--- src/rtl/cabac_ctx_init.sv ---
// Slice-start CABAC context initialiser: streams initValues from a synchronous table,
// maps each to a 7-bit {pStateIdx, valMps} using the slice QP, and writes context memory.
`timescale 1ns/1ps
module cabac_ctx_init #(
  parameter int unsigned CTX_NUM    = 64,
  parameter int unsigned ADDR_WIDTH = 6,
  parameter int unsigned QP_WIDTH   = 6
) (
  input  logic                  clk,
  input  logic                  rst,
  input  logic                  start_i,
  input  logic [QP_WIDTH-1:0]   slice_qp_i,
  output logic [ADDR_WIDTH-1:0] table_addr_o,
  output logic                  table_en_o,
  input  logic [7:0]            table_data_i,
  output logic                  w_en_o,
  output logic [ADDR_WIDTH-1:0] w_addr_o,
  output logic [6:0]            w_data_o,
  output logic                  busy_o,
  output logic                  done_o
);

  typedef enum logic [1:0] {StIdle, StRun, StDrain, StDone} state_e;

  localparam logic [ADDR_WIDTH-1:0] LastAddr = ADDR_WIDTH'(CTX_NUM - 1);
  localparam logic [QP_WIDTH-1:0]   QpMax    = QP_WIDTH'(51);

  state_e                state_q, state_d;
  logic [QP_WIDTH-1:0]   qp_q, qp_d;
  logic [ADDR_WIDTH-1:0] addr_d;
  logic                  en_d;
  logic                  rd_vld_q;
  logic [ADDR_WIDTH-1:0] rd_addr_q;

  logic [3:0]         m, n;
  logic signed [7:0]  slope, offset;
  logic signed [12:0] prod, sum;
  logic [6:0]         pre;
  logic               val_mps;
  logic [5:0]         p_state;

  always_comb begin
    state_d = state_q;
    qp_d    = qp_q;
    addr_d  = table_addr_o;
    en_d    = 1'b0;
    unique case (state_q)
      StIdle: begin
        if (start_i) begin
          state_d = StRun;
          qp_d    = (slice_qp_i > QpMax) ? QpMax : slice_qp_i;
          addr_d  = '0;
          en_d    = 1'b1;
        end
      end
      StRun: begin
        if (table_addr_o == LastAddr) begin
          state_d = StDrain;
        end else begin
          addr_d = table_addr_o + ADDR_WIDTH'(1);
          en_d   = 1'b1;
        end
      end
      // Leave once the last table read has been turned into a write.
      StDrain: if (!rd_vld_q) state_d = StDone;
      StDone:  state_d = StIdle;
      default: state_d = StIdle;
    endcase
  end

  always_comb begin
    m       = table_data_i[7:4];
    n       = table_data_i[3:0];
    slope   = $signed({4'b0000, m}) * 8'sd5 - 8'sd45;
    offset  = $signed({1'b0, n, 3'b000}) - 8'sd16;
    prod    = $signed({{5{slope[7]}}, slope}) * $signed({{(13 - QP_WIDTH){1'b0}}, qp_q});
    sum     = (prod >>> 4) + $signed({{5{offset[7]}}, offset});
    if (sum < 13'sd1) begin
      pre = 7'd1;
    end else if (sum > 13'sd126) begin
      pre = 7'd126;
    end else begin
      pre = sum[6:0];
    end
    val_mps = pre[6];
    p_state = val_mps ? pre[5:0] : 6'd63 - pre[5:0];
  end

  always_ff @(posedge clk or posedge rst) begin
    if (rst) begin
      state_q      <= StIdle;
      qp_q         <= '0;
      table_addr_o <= '0;
      table_en_o   <= 1'b0;
      busy_o       <= 1'b0;
      done_o       <= 1'b0;
    end else begin
      state_q      <= state_d;
      qp_q         <= qp_d;
      table_addr_o <= addr_d;
      table_en_o   <= en_d;
      busy_o       <= (state_d != StIdle);
      done_o       <= (state_d == StDone);
    end
  end

  // Table data arrives one cycle after the read, so the address is delayed to match.
  always_ff @(posedge clk or posedge rst) begin
    if (rst) begin
      rd_vld_q  <= 1'b0;
      rd_addr_q <= '0;
      w_en_o    <= 1'b0;
      w_addr_o  <= '0;
      w_data_o  <= '0;
    end else begin
      rd_vld_q  <= table_en_o;
      rd_addr_q <= table_addr_o;
      w_en_o    <= rd_vld_q;
      if (rd_vld_q) begin
        w_addr_o <= rd_addr_q;
        w_data_o <= {p_state, val_mps};
      end
    end
  end

endmodule

--- config.mk ---
export PLATFORM = sky130hd
export DESIGN_NAME = cabac_ctx_init
export DESIGN_NICKNAME = d
export VERILOG_FILES = /design/src/rtl/cabac_ctx_init.sv
export SDC_FILE = /design/constraint.sdc
export NUM_CORES = 1
export LEC_CHECK = 0
export CAP_MARGIN = 5
export CORE_MARGIN = 5
export CORE_UTILIZATION = 30
export DETAILED_ROUTE_END_ITERATION = 6
export GPL_TIMING_DRIVEN = 0
export PLACE_DENSITY = 0.59
export SLEW_MARGIN = 20
export SYNTH_ARGS = -nofsm -noshare
export SYNTH_HDL_FRONTEND = slang
export SYNTH_SLANG_ARGS = --single-unit
--- constraint.sdc ---
create_clock -name clk -period 6.2 [get_ports clk]
set_input_delay 1.24 -clock clk [delete_from_list [all_inputs] [get_ports clk]]
set_output_delay 1.24 -clock clk [all_outputs]
set_load 0.02 [all_outputs]
# --- After elaboration in Yosys (flattened, before gate mapping) ---
# Index checks and enable logic that the tools add are counted.
op_classes:
  n_eq_ne: 7
  addsub: 5
  multipliers: 2
  magnitude_cmp: 3
  n_reduce_logical: 5
  n_mux: 14
ops:
  columns: ["cell", "count"]
  rows:
  - ["$mux 6", 4]
  - ["$mux 7", 2]
  - ["$mul 8x7->13", 1]
  - ["$pmux 6 s2", 1]
  - ["$add 9x8->10", 1]
  - ["$gt 10x8->1 const B", 1]
  - ["$lt 10x2->1 const B", 1]
  - ["$pmux 2 s4", 1]
  - ["$sub 7x5->8 const B", 1]
  - ["$sub 7x6->8 const B", 1]
  - ["$mul 4x3->7 const B", 1]
  - ["$add 6x1->6 const B", 1]
  - ["$eq 2x2->1 const B", 3]
  - ["$eq 6x6->1 const B", 1]
  - ["$gt 6x6->1 const B", 1]
  - ["$mux 2", 3]
  - ["$sub 6x6->6 const A", 1]
  - ["$ne 2x2->1 const B", 2]
  - ["$reduce_bool 2->1", 2]
  - ["$reduce_and 3->1", 1]
  - ["$eq 2x1->1 const B", 1]
  - ["$logic_not 2->1", 1]
  - ["$mux 1", 2]
  - ["$pmux 1 s2", 1]
  - ["$reduce_and 2->1", 1]
totals:
  ff_bits: 38

# --- Depth between registers and ports, before layout ---
depth:
  ltp_word: 9
  depth_mapped: 27
  mapped_depth_nobuf: 27

# --- Least setup slack after synthesis ---
# Ideal clock, no wire load.
synth_timing:
  path_kind: "input -> register"
  startpoint: "input table_data_i[5]"
  endpoint: "register w_data_o[6]"
  path_slack_ns: -1.032
  path_buffers: 0
  setup_ns: 0.077
  arrival_ns: 7.154
  stages: 26
  path_cell_list: "ha_1 ha_1 ha_1 a31o_2 a21oi_1 xnor2_1 nor2b_1 fa_1 fa_1 fa_1 inv_1 fa_1 inv_1 ha_1 nand3_1 a21oi_2 o31a_1 nor2_1 xnor2_1 ha_1 a21oi_1 a21oi_1 o31a_1 o21ai_1 and2b_4 a21oi_1"
synth_via:
  elab_chain_len: 9
  word_cells_on_any_way: 10
synth_rtl:
  columns: ["element", "line", "text"]
  rows:
  - ["start, declared", "15", "input logic [7:0] table_data_i,"]
  - ["$mul 4x3->7 (*)", "74", "slope = $signed({4'b0000, m}) * 8'sd5 - 8'sd45;"]
  - ["$sub 7x6->8 (*)", "74", null]
  - ["$mul 8x7->13 (*)", "76", "prod = $signed({{5{slope[7]}}, slope}) * $signed({{(13 - QP_WIDTH){1'b0}}, qp_q});"]
  - ["$add 9x8->10 (*)", "77", "sum = (prod >>> 4) + $signed({{5{offset[7]}}, offset});"]
  - ["$gt 10x8->1", "80", "end else if (sum > 13'sd126) begin"]
  - ["$mux 7", "80", null]
  - ["$mux 7 (*)", "78", "if (sum < 13'sd1) begin"]
  - ["$sub 6x6->6", "86", "p_state = val_mps ? pre[5:0] : 6'd63 - pre[5:0];"]
  - ["$mux 6 (*)", "86", null]
  - ["end signal, assigned", "121", "w_data_o <= {p_state, val_mps};"]
  - ["end, declared", "18", "output logic [6:0] w_data_o,"]
# Mark *: on every way between the ends. The rest lies on a longest branch, timed or not.
# A chain may end at the register's enable or synchronous reset.

# --- Worst setup path in the final report ---
layout_timing:
  startpoint: "input table_data_i[5]"
  endpoint: "register w_data_o[1]"
# The elaborated chain is that of the path after synthesis.

==> flow_metrics.env <==
export IMPL_status="finished with violations"
export IMPL_violations="negative setup slack"
export IMPL_cts_buffers=5
export IMPL_clock_latency_ps=280
export IMPL_tightest_slew_ps=473
export IMPL_cts_root_buf="clkbuf_16"
export IMPL_yosys_warnings=0
export IMPL_synthCells=372
export IMPL_critPathKind="in2reg"
export IMPL_tritoncts="built"
export IMPL_synthTopCellsByArea="dfrtp_1, fa_1, ha_1"
export IMPL_ys_types=51
export IMPL_nNetsFinal=527
export IMPL_cap_violations=0
export IMPL_syn_area_per_cell_sq_um=9.89
export IMPL_final_period_utilization_pct=112
export IMPL_cp_arrival_ps=7130
export IMPL_dp_hpwl_um=6290
export IMPL_vias=2714
export IMPL_clkTransAtPathRegs_ps=60
export IMPL_htree_num_levels=2
export IMPL_dpl_cell_count=559
export IMPL_finalNonFillerCells=586
export IMPL_pre_cts_slack_ps=-2030
export IMPL_viasPerCell=4.63
export IMPL_grt_pass1_wl_um=13900
export IMPL_dieArea_sq_mm=0.0146
export IMPL_post_synth_top_count_cell="inv_1"
export IMPL_end_kind="flop"
export IMPL_port_buffers=39
export IMPL_clock_sinks=38
export IMPL_period_minus_slack_ps=6940
export IMPL_die_w_um=121
export IMPL_min_delay_path_class="reg2reg"
export IMPL_setup_violations_final=7
export IMPL_grt_use_total_pct=11.5
export IMPL_yosysSeqAreaShare_pct=25.9
export IMPL_row_count=40
export IMPL_synthDominantCellAreaShare_pct=25.9
export IMPL_drive_gt1_share_pct=26.2
export IMPL_diodes=0
export IMPL_overflow=0
export IMPL_async_reset_ff_share_pct=100
export IMPL_coreArea_sq_mm=0.0120
export IMPL_maxSlewHeadroom_pct=68.2
export IMPL_drt_first_iter_violations=106
export IMPL_synth_edf_count=0
export IMPL_syn_nets=461
export IMPL_dr_pass1_iters=4
export IMPL_die_h_um=121
export IMPL_drtAntennaViolNets=0
export IMPL_grt_pass1_vias=2926
export IMPL_syn_to_final_growth_pct=38.7
export IMPL_synth_largest_area_cell="dfrtp_1"
export IMPL_critical_path_required_ps=6390
export IMPL_start_util_pct=30.6
export IMPL_syn_area_sq_mm=0.00368
export IMPL_grt_max_degree=32
export IMPL_critPathLaunchType="input pin"
export IMPL_final_hold_viol_count=0
export IMPL_rsz0062_at_grt="true"
export IMPL_drc=0
export IMPL_yosys_most_used_dff="dfrtp_1"
export IMPL_grt_antenna_before_repair=0
export IMPL_drt_wl_total_um=7850
export IMPL_wire_per_inst_um=13.4
export IMPL_skew_ps=4.07
export IMPL_cts_buffer_depth=2
export IMPL_synth_commonest_cells="inv_1, ha_1, dfrtp_1"
export IMPL_fin_ws_ps=-744
export IMPL_crit_fanout=5
export IMPL_fmax_ghz=0.144
export IMPL_gp_congestion=0.774
export IMPL_ys_seq_elements=38
export IMPL_slew_viol_final=0
export IMPL_io_pins=40
-- worst paths after layout --
kind / slack, ps / from / to / cells past startpoint
worst max-delay path: -740 / table_data_i[5] / w_data_o[1] / 25
min in group asynchronous: 1190 / rst / w_data_o[1] / 2
worst min-delay path: 380 / rd_vld_q / w_en_o / 0
worst max register to register: 730 / qp_q[3] / w_data_o[2] / 22
max in group asynchronous: 4600 / rst / qp_q[2] / 3
worst min register to register: 380 / rd_vld_q / w_en_o / 0
-- metal layers --
layer,track usage (%),up-vias,routed length [um]
met3,1.50,4,153
met4,2.12,0,60
met1,14.9,1341,3510
met5,0,-,0
met2,20.8,30,4120
li1,-,1339,-
-- worst max-delay path, cell delays in order --
cell and delay [ps]:
buf_12 100, ha_4 150, ha_4 160, fa_2 610, buf_12 120, a21oi_4 60, xnor2_4 150, nand2b_4 160
fa_1 550, inv_2 40, fa_1 460, fa_1 490, fa_1 570, ha_4 210, a21o_1 180, a21oi_4 160
o221ai_2 130, xnor2_2 230, ha_4 230, or4_1 400, a21oi_1 130, o22ai_1 100, o211ai_1 130, nand3b_1 160
o32ai_2 200
-- stage by stage --
stage	util, %	hold WS, ps	instance area (sq um)	TNS (ps)
global placement	37.7	355	4530	-13200
finish	42.5	384	5100	-5060
global route	42.5	399	5100	-6610
CTS	41.8	386	5030	-5220
detailed placement	37.9	369	4550	-13750
floorplan	-	352	3960	-5180
-- kinds of logic after synthesis --
kind of cell / synth area share, %
flip-flops: 25.9
XOR/XNOR: 8.34
buffers and inverters: 6.57
AO/OA/AOI/OAI: 8.92
adder cells (fa/ha/maj): 31.0
AND/OR/NAND/NOR: 17.1
multiplexers: 2.14
-- state kept, by name, indices dropped and copies added (netlist names), 2 cells and up --
signal / count
w_addr_o: 6
qp_q: 6
w_data_o: 7
rd_addr_q: 6
table_addr_o: 6
state_q: 2
-- repair_timing --
| action | CTS | global route |
|---|---|---|
| endpoints found under the hold margin | 0 | 0 |
| endpoints found under the setup margin | 7 | 7 |
| resized for setup | 48 | 12 |
| cloned | 0 | 0 |
| buffers inserted | 16 | 3 |
| hold buffers | 0 | 0 |
| pin swaps | 35 | 8 |
-- layout by cell type (no fill, tap or decap), types with 3 or more instances in the layout --
| cell type | netlist | layout |
|---|---|---|
| a21o_1 | 4 | 4 |
| a21oi_1 | 13 | 3 |
| a21oi_2 | 1 | 6 |
| a21oi_4 | 0 | 5 |
| and2_1 | 25 | 22 |
| and2_4 | 0 | 3 |
| and3_1 | 4 | 4 |
| buf_12 | 0 | 3 |
| buf_4 | 1 | 19 |
| clkbuf_1 | 5 | 5 |
| clkbuf_16 | 0 | 5 |
| clkdlybuf4s50_1 | 0 | 35 |
| dfrtp_1 | 38 | 38 |
| fa_1 | 32 | 30 |
| ha_1 | 40 | 24 |
| ha_4 | 0 | 15 |
| inv_1 | 56 | 47 |
| inv_2 | 0 | 9 |
| mux2_2 | 7 | 7 |
| nand2_1 | 27 | 24 |
| nand2_2 | 1 | 4 |
| nand2b_1 | 6 | 5 |
| nand3_1 | 9 | 7 |
| nor2_1 | 16 | 13 |
| nor2b_1 | 12 | 10 |
| nor4_1 | 3 | 3 |
| o21ai_0 | 4 | 4 |
| xnor2_1 | 21 | 17 |
| xor2_1 | 9 | 7 |
| xor2_4 | 1 | 3 |
-- final cells by class --
| class | instances | area, sq um |
|---|---|---|
| buffer | 7 | 31.3 |
| clock buffer | 5 | 125 |
| clock inverter | 3 | 68.8 |
| fill | 1154 | 6910 |
| inverter | 56 | 210 |
| multi-input combinational | 271 | 2950 |
| sequential | 38 | 951 |
| tap | 147 | 184 |
| timing repair buffer | 59 | 583 |
Power is not shown: default switching activity piles up to over one toggle a cycle in this logic, so the estimate is an artifact.
==> edit 1 (config.mk and constraints unchanged) <==
`table_addr_o` no longer has a reset.
--- a/src/rtl/cabac_ctx_init.sv
+++ b/src/rtl/cabac_ctx_init.sv
@@ -91,5 +91,4 @@
       state_q      <= StIdle;
       qp_q         <= '0;
-      table_addr_o <= '0;
       table_en_o   <= 1'b0;
       busy_o       <= 1'b0;
@@ -98,9 +97,12 @@
       state_q      <= state_d;
       qp_q         <= qp_d;
-      table_addr_o <= addr_d;
       table_en_o   <= en_d;
       busy_o       <= (state_d != StIdle);
       done_o       <= (state_d == StDone);
     end
+  end
+
+  always_ff @(posedge clk) begin
+    table_addr_o <= addr_d;
   end
 
Formal check against the unedited RTL: differs if rst is asserted again (counterexample within 4 cycles, from zero or initial values and one cycle with rst high); with rst held inactive, the same outputs for 10 cycles.
==> edit 1 against the original RTL <==
- the run still ends with negative setup slack left
- design area down 3.3%
- worst setup slack improved by 0.19 ns
- sequential cell count unchanged
- first-iteration DRC count fell by 7.5%
- wire length is 9.3% lower
- synthesized area shrank 1.5%
- critical path depth is 1 higher
- largest cell class unchanged
- highest routed layer unchanged
Power is left out: it rests on default switching activity, and per cell area and clock period it moved more than threefold.
==> edit 1: results (changes against the original RTL) <==
| Metric | This run | Delta |
|:---|:---|:---|
| Run status | complete, but fails checks |  |
| Violations in the final reports | negative setup slack |  |
| Async set-reset flop share out of synthesis | 0.842 | -0.158 |
| CP top delay family | adder cells |  |
| Worst hold path class | register to register |  |
| Setup total negative slack | -3.25 ns | +1.81 ns |
| Aggregate global-route resource usage | 0.106 | -0.00917 |
| Via count of the first global-routing pass | 2,847 | -2.7% |
| Share of post-route cells with drive strength above 1 | 0.243 | -0.0188 |
| Non-clock buffer instance count of the final layout | 63 | -4.5% |
| First DRT Iteration DRCs | 98 | -7.5% |
| Pin count of the biggest net entering global routing | 33 | +3.1% |
| Placed Cells incl. Taps | 557 | -0.36% |
| Yosys warnings | 0 | unchanged |
| Share of cell area taken by multi-input logic gates | 0.574 | -0.00395 |
| Final non-clock buffer share | 0.114 | -0.00681 |
| Placed wire-length estimate | 5930 um | -5.8% |
| Top post-synthesis cells by count | 55 x sky130_fd_sc_hd__inv_1, 40 x sky130_fd_sc_hd__ha_1, 32 x sky130_fd_sc_hd__dfrtp_1, 32 x sky130_fd_sc_hd__fa_1 |  |
| Synth Area per Inst | 9.76 um2 | -1.2% |
| Count of multi-input combinational gates | 272 | +0.37% |
| Biggest register | w_data_o |  |
| Initial antenna violation count | 0 | unchanged |
| Finish-stage setup viols | 7 | unchanged |
| Largest driver fanout on the critical path | 6 | +1 |
| Routability Congestion | 0.786 | +1.6% |
| Placement-stage cell area | 4510 um2 | -0.85% |
| Register fraction of the total cell area | 0.199 | +0.0124 |
| Highest cell delay on the worst timing path | 0.63 ns | +0.02 ns |
| Number of nets produced by synthesis | 460 | -0.22% |
| Sequential-to-total area share from yosys stat | 0.271 | +0.0122 |
| Clk slew on worst S/H paths | 0.06 ns | about the same |
| Clock buffers created by TritonCTS | 5 | unchanged |
| Main area contributors after synthesis | sky130_fd_sc_hd__dfrtp_1 22%, sky130_fd_sc_hd__fa_1 18%, sky130_fd_sc_hd__ha_1 14% |  |
| Port-buffer cells | 39 | unchanged |
| Arrival time of the worst setup path | 6.92 ns | -0.21 ns |
| Vias after detailed routing | 2,658 | -2.1% |
| Final routed wire length divided by cell count | 12.2 um | -8.8% |
| First-pass iteration count of the detailed router | 4 | unchanged |
| Number of enable-type register cells in the synthesized netlist | 6 | +6 |
| Area used by sequential logic in the layout | 981 um2 | +3.2% |
| Pre-CTS WS | -1.63 ns | +0.405 ns |
| Final antenna diode count | 0 | unchanged |
| Slew at the pin closest to its max-slew limit | 0.839 ns | +0.366 ns |
| Filler cells | 1,174 | +1.7% |
| Number of distinct library cells after synthesis | 45 | -12% |
| Wire length of the first global-routing pass | 12,800 um | -7.9% |
| Clock Network Area Fraction | 0.0345 | -0.00353 |
| Number of hold buffers added after cts | 0 | unchanged |
| Inverters | 55 | -1.8% |
| Final WS setup | -0.553 ns | +0.191 ns |
| Final Skew | 0.00435 ns | +0.000286 ns |
| Max reg flops | 7 | unchanged |
| Final routed wirelength across all metal layers | 7120 um | -9.3% |
| Post-layout nets | 524 | -0.57% |
-- edit 1: per-layer routing --
layer / GRT usage / routed length, um / vias to the layer above
met5: 0 / 0 / -
met4: 0.0186 / 52 / 0
met3: 0.0198 / 155 / 5
met2: 0.181 / 3520 / 31
met1: 0.143 / 3390 / 1285
li1: - / - / 1337
-- edit 1: worst paths after layout --
check | start | endpoint | slack [ns] | cells after the start
max | table_data_i[5] | w_data_o[1]$_DFFE_PP0P_ | -0.55 | 26
max reg2reg | qp_q[3]$_DFFE_PP0P_ | w_data_o[1]$_DFFE_PP0P_ | 1.09 | 21
min in group asynchronous | rst | w_en_o$_DFF_PP0_ | 1.39 | 2
min | table_en_o$_DFF_PP0_ | rd_vld_q$_DFF_PP0_ | 0.38 | 0
max in group asynchronous | rst | w_addr_o[4]$_DFFE_PP0P_ | 4.37 | 2
min reg2reg | table_en_o$_DFF_PP0_ | rd_vld_q$_DFF_PP0_ | 0.38 | 0
-- edit 1: cells by family (layout without fill, tap and decap cells) --
| kind of cell | after synthesis | count (layout) | synth area share |
|---|---|---|---|
| buffers and inverters | 61 | 126 | 0.0653 |
| xor gates and xnor gates | 30 | 30 | 0.0746 |
| and+or+nand+nor | 118 | 118 | 0.173 |
| AOI/OAI and AO/OA | 46 | 46 | 0.0829 |
| DFF | 38 | 38 | 0.271 |
| muxes | 6 | 6 | 0.0187 |
| adders and majority gates | 72 | 72 | 0.315 |
-- edit 1: what timing repair did --
action                     CTS  global route
resized for setup           38            11
setup endpoints to repair    7             7
pin swaps                   36             6
buffers inserted            17             1
==> edit 2 (same settings) <==
Made on the original files. Set the parameter `ADDR_WIDTH` to 7 (it was 6).
--- a/src/rtl/cabac_ctx_init.sv
+++ b/src/rtl/cabac_ctx_init.sv
@@ -4,5 +4,5 @@
 module cabac_ctx_init #(
   parameter int unsigned CTX_NUM    = 64,
-  parameter int unsigned ADDR_WIDTH = 6,
+  parameter int unsigned ADDR_WIDTH = 7,
   parameter int unsigned QP_WIDTH   = 6
 ) (
Interface: changed (resized table_addr_o and w_addr_o); port bits go from 40 to 42. The function was not compared with the original's and may differ.
==> edit 2 against the original RTL <==
- the flow still finishes with violations (negative setup slack)
- die area grew 0.71%
- utilization shrank 0.99 points
- sequential cell count grew 3
- clock skew is essentially flat
- synthesized area grew 0.78%
- wire length shrank 1.4%
- design area shrank 1.9%
- worst setup slack lost 0.12 ns
- largest cell class unchanged
Power is not shown: default switching activity piles up to over one toggle a cycle in this logic, so the estimate is an artifact.
==> edit 2: results (changes against the original RTL) <==
| Metric | This run | Delta |
|:---|:---|:---|
| Share of post-route cells with drive strength above 1 | 0.216 | -0.0456 |
| Adder-cell share of the synthesized area | 0.308 | -0.00241 |
| Wire length of the first global-routing pass | 13,700 um | -1.1% |
| Violations in the final reports | negative setup slack |  |
| Top post-synthesis cells by count | 51 x sky130_fd_sc_hd__inv_1, 41 x sky130_fd_sc_hd__dfrtp_1, 40 x sky130_fd_sc_hd__ha_1 |  |
| Post-DR vias/cell | 4.46 | -3.7% |
| Final routed wire length divided by cell count | 12.7 um | -4.8% |
| First DRT Iteration DRCs | 95 | -10% |
| Highest cell delay on the worst timing path | 0.54 ns | -0.07 ns |
| Sequential-to-total area share from yosys stat | 0.277 | +0.0182 |
| Metal1 wirelength | 3810 um | +8.4% |
| Port-buffer cells | 41 | +5.1% |
| Multiplexer share of the synthesized area | 0.0243 | +0.00287 |
| Total length of routed met3 wires | 177 um | +16% |
| Finish-stage setup viols | 7 | unchanged |
| Pin count of the biggest net entering global routing | 36 | +13% |
| Largest driver fanout on the critical path | 6 | +1 |
| Launch point of the critical path | table_data_i[6] |  |
| Final WS setup | -0.867 ns | -0.123 ns |
| Aggregate global-route resource usage | 0.113 | -0.00282 |
| Number of cells on the worst reg-to-reg path | 20 | -9.1% |
| Main area contributors after synthesis | sky130_fd_sc_hd__dfrtp_1 28%, sky130_fd_sc_hd__fa_1 17%, sky130_fd_sc_hd__ha_1 14% |  |
| Placed wire-length estimate | 6160 um | -2.1% |
| Filler cells | 1,145 | -0.78% |
| Synth Area in XOR/XNOR | 0.0820 | -0.00132 |
| Run status | complete, but fails checks |  |
| Arrival time of the worst setup path | 7.22 ns | +0.09 ns |
==> edit 2: layout make-up <==
cell class,instances,area (um2),area share
tap,168,210,0.0420
timing repair buffer,61,598,0.120
multi-input combinational,272,2780,0.555
clock inverter,2,37.5,0.00750
sequential,41,1030,0.205
buffer,6,26.3,0.00525
clock buffer,6,139,0.0278
inverter,51,191,0.0383
==> edit 2: metrics by stage <==
step           cell area [um2]  worst slack, ns  setup TNS, ns  cells   util
3_5_place_dp              4530            -2.02         -13.69    581  0.375
3_3_place_gp              4510            -1.97         -13.31    580  0.374
4_1_cts                   4970           -0.828          -5.42    604  0.412
2_1_floorplan             3880           -0.781          -4.93    371      -
5_1_grt                   5000            -1.10          -7.42    607  0.415
6_report                  5000           -0.867          -5.67    607  0.415
==> edit 2: how the worst min path moves through the flow <==
stage / startpoint / slack, ns / endpoint
3_3_place_gp: rd_vld_q$_DFF_PP0_ / 0.35 / w_en_o$_DFF_PP0_
5_1_grt: rd_vld_q$_DFF_PP0_ / 0.40 / w_en_o$_DFF_PP0_
4_1_cts: rd_vld_q$_DFF_PP0_ / 0.37 / w_en_o$_DFF_PP0_
6_report: rd_vld_q$_DFF_PP0_ / 0.37 / w_en_o$_DFF_PP0_
3_5_place_dp: rd_vld_q$_DFF_PP0_ / 0.36 / w_en_o$_DFF_PP0_
2_1_floorplan: rd_vld_q$_DFF_PP0_ / 0.35 / w_en_o$_DFF_PP0_
==> edit 2: what timing repair did <==
item | CTS | global route
setup endpoints to repair | 7 | 7
buffers inserted | 16 | 3
pin swaps | 31 | 6
resized for setup | 53 | 4
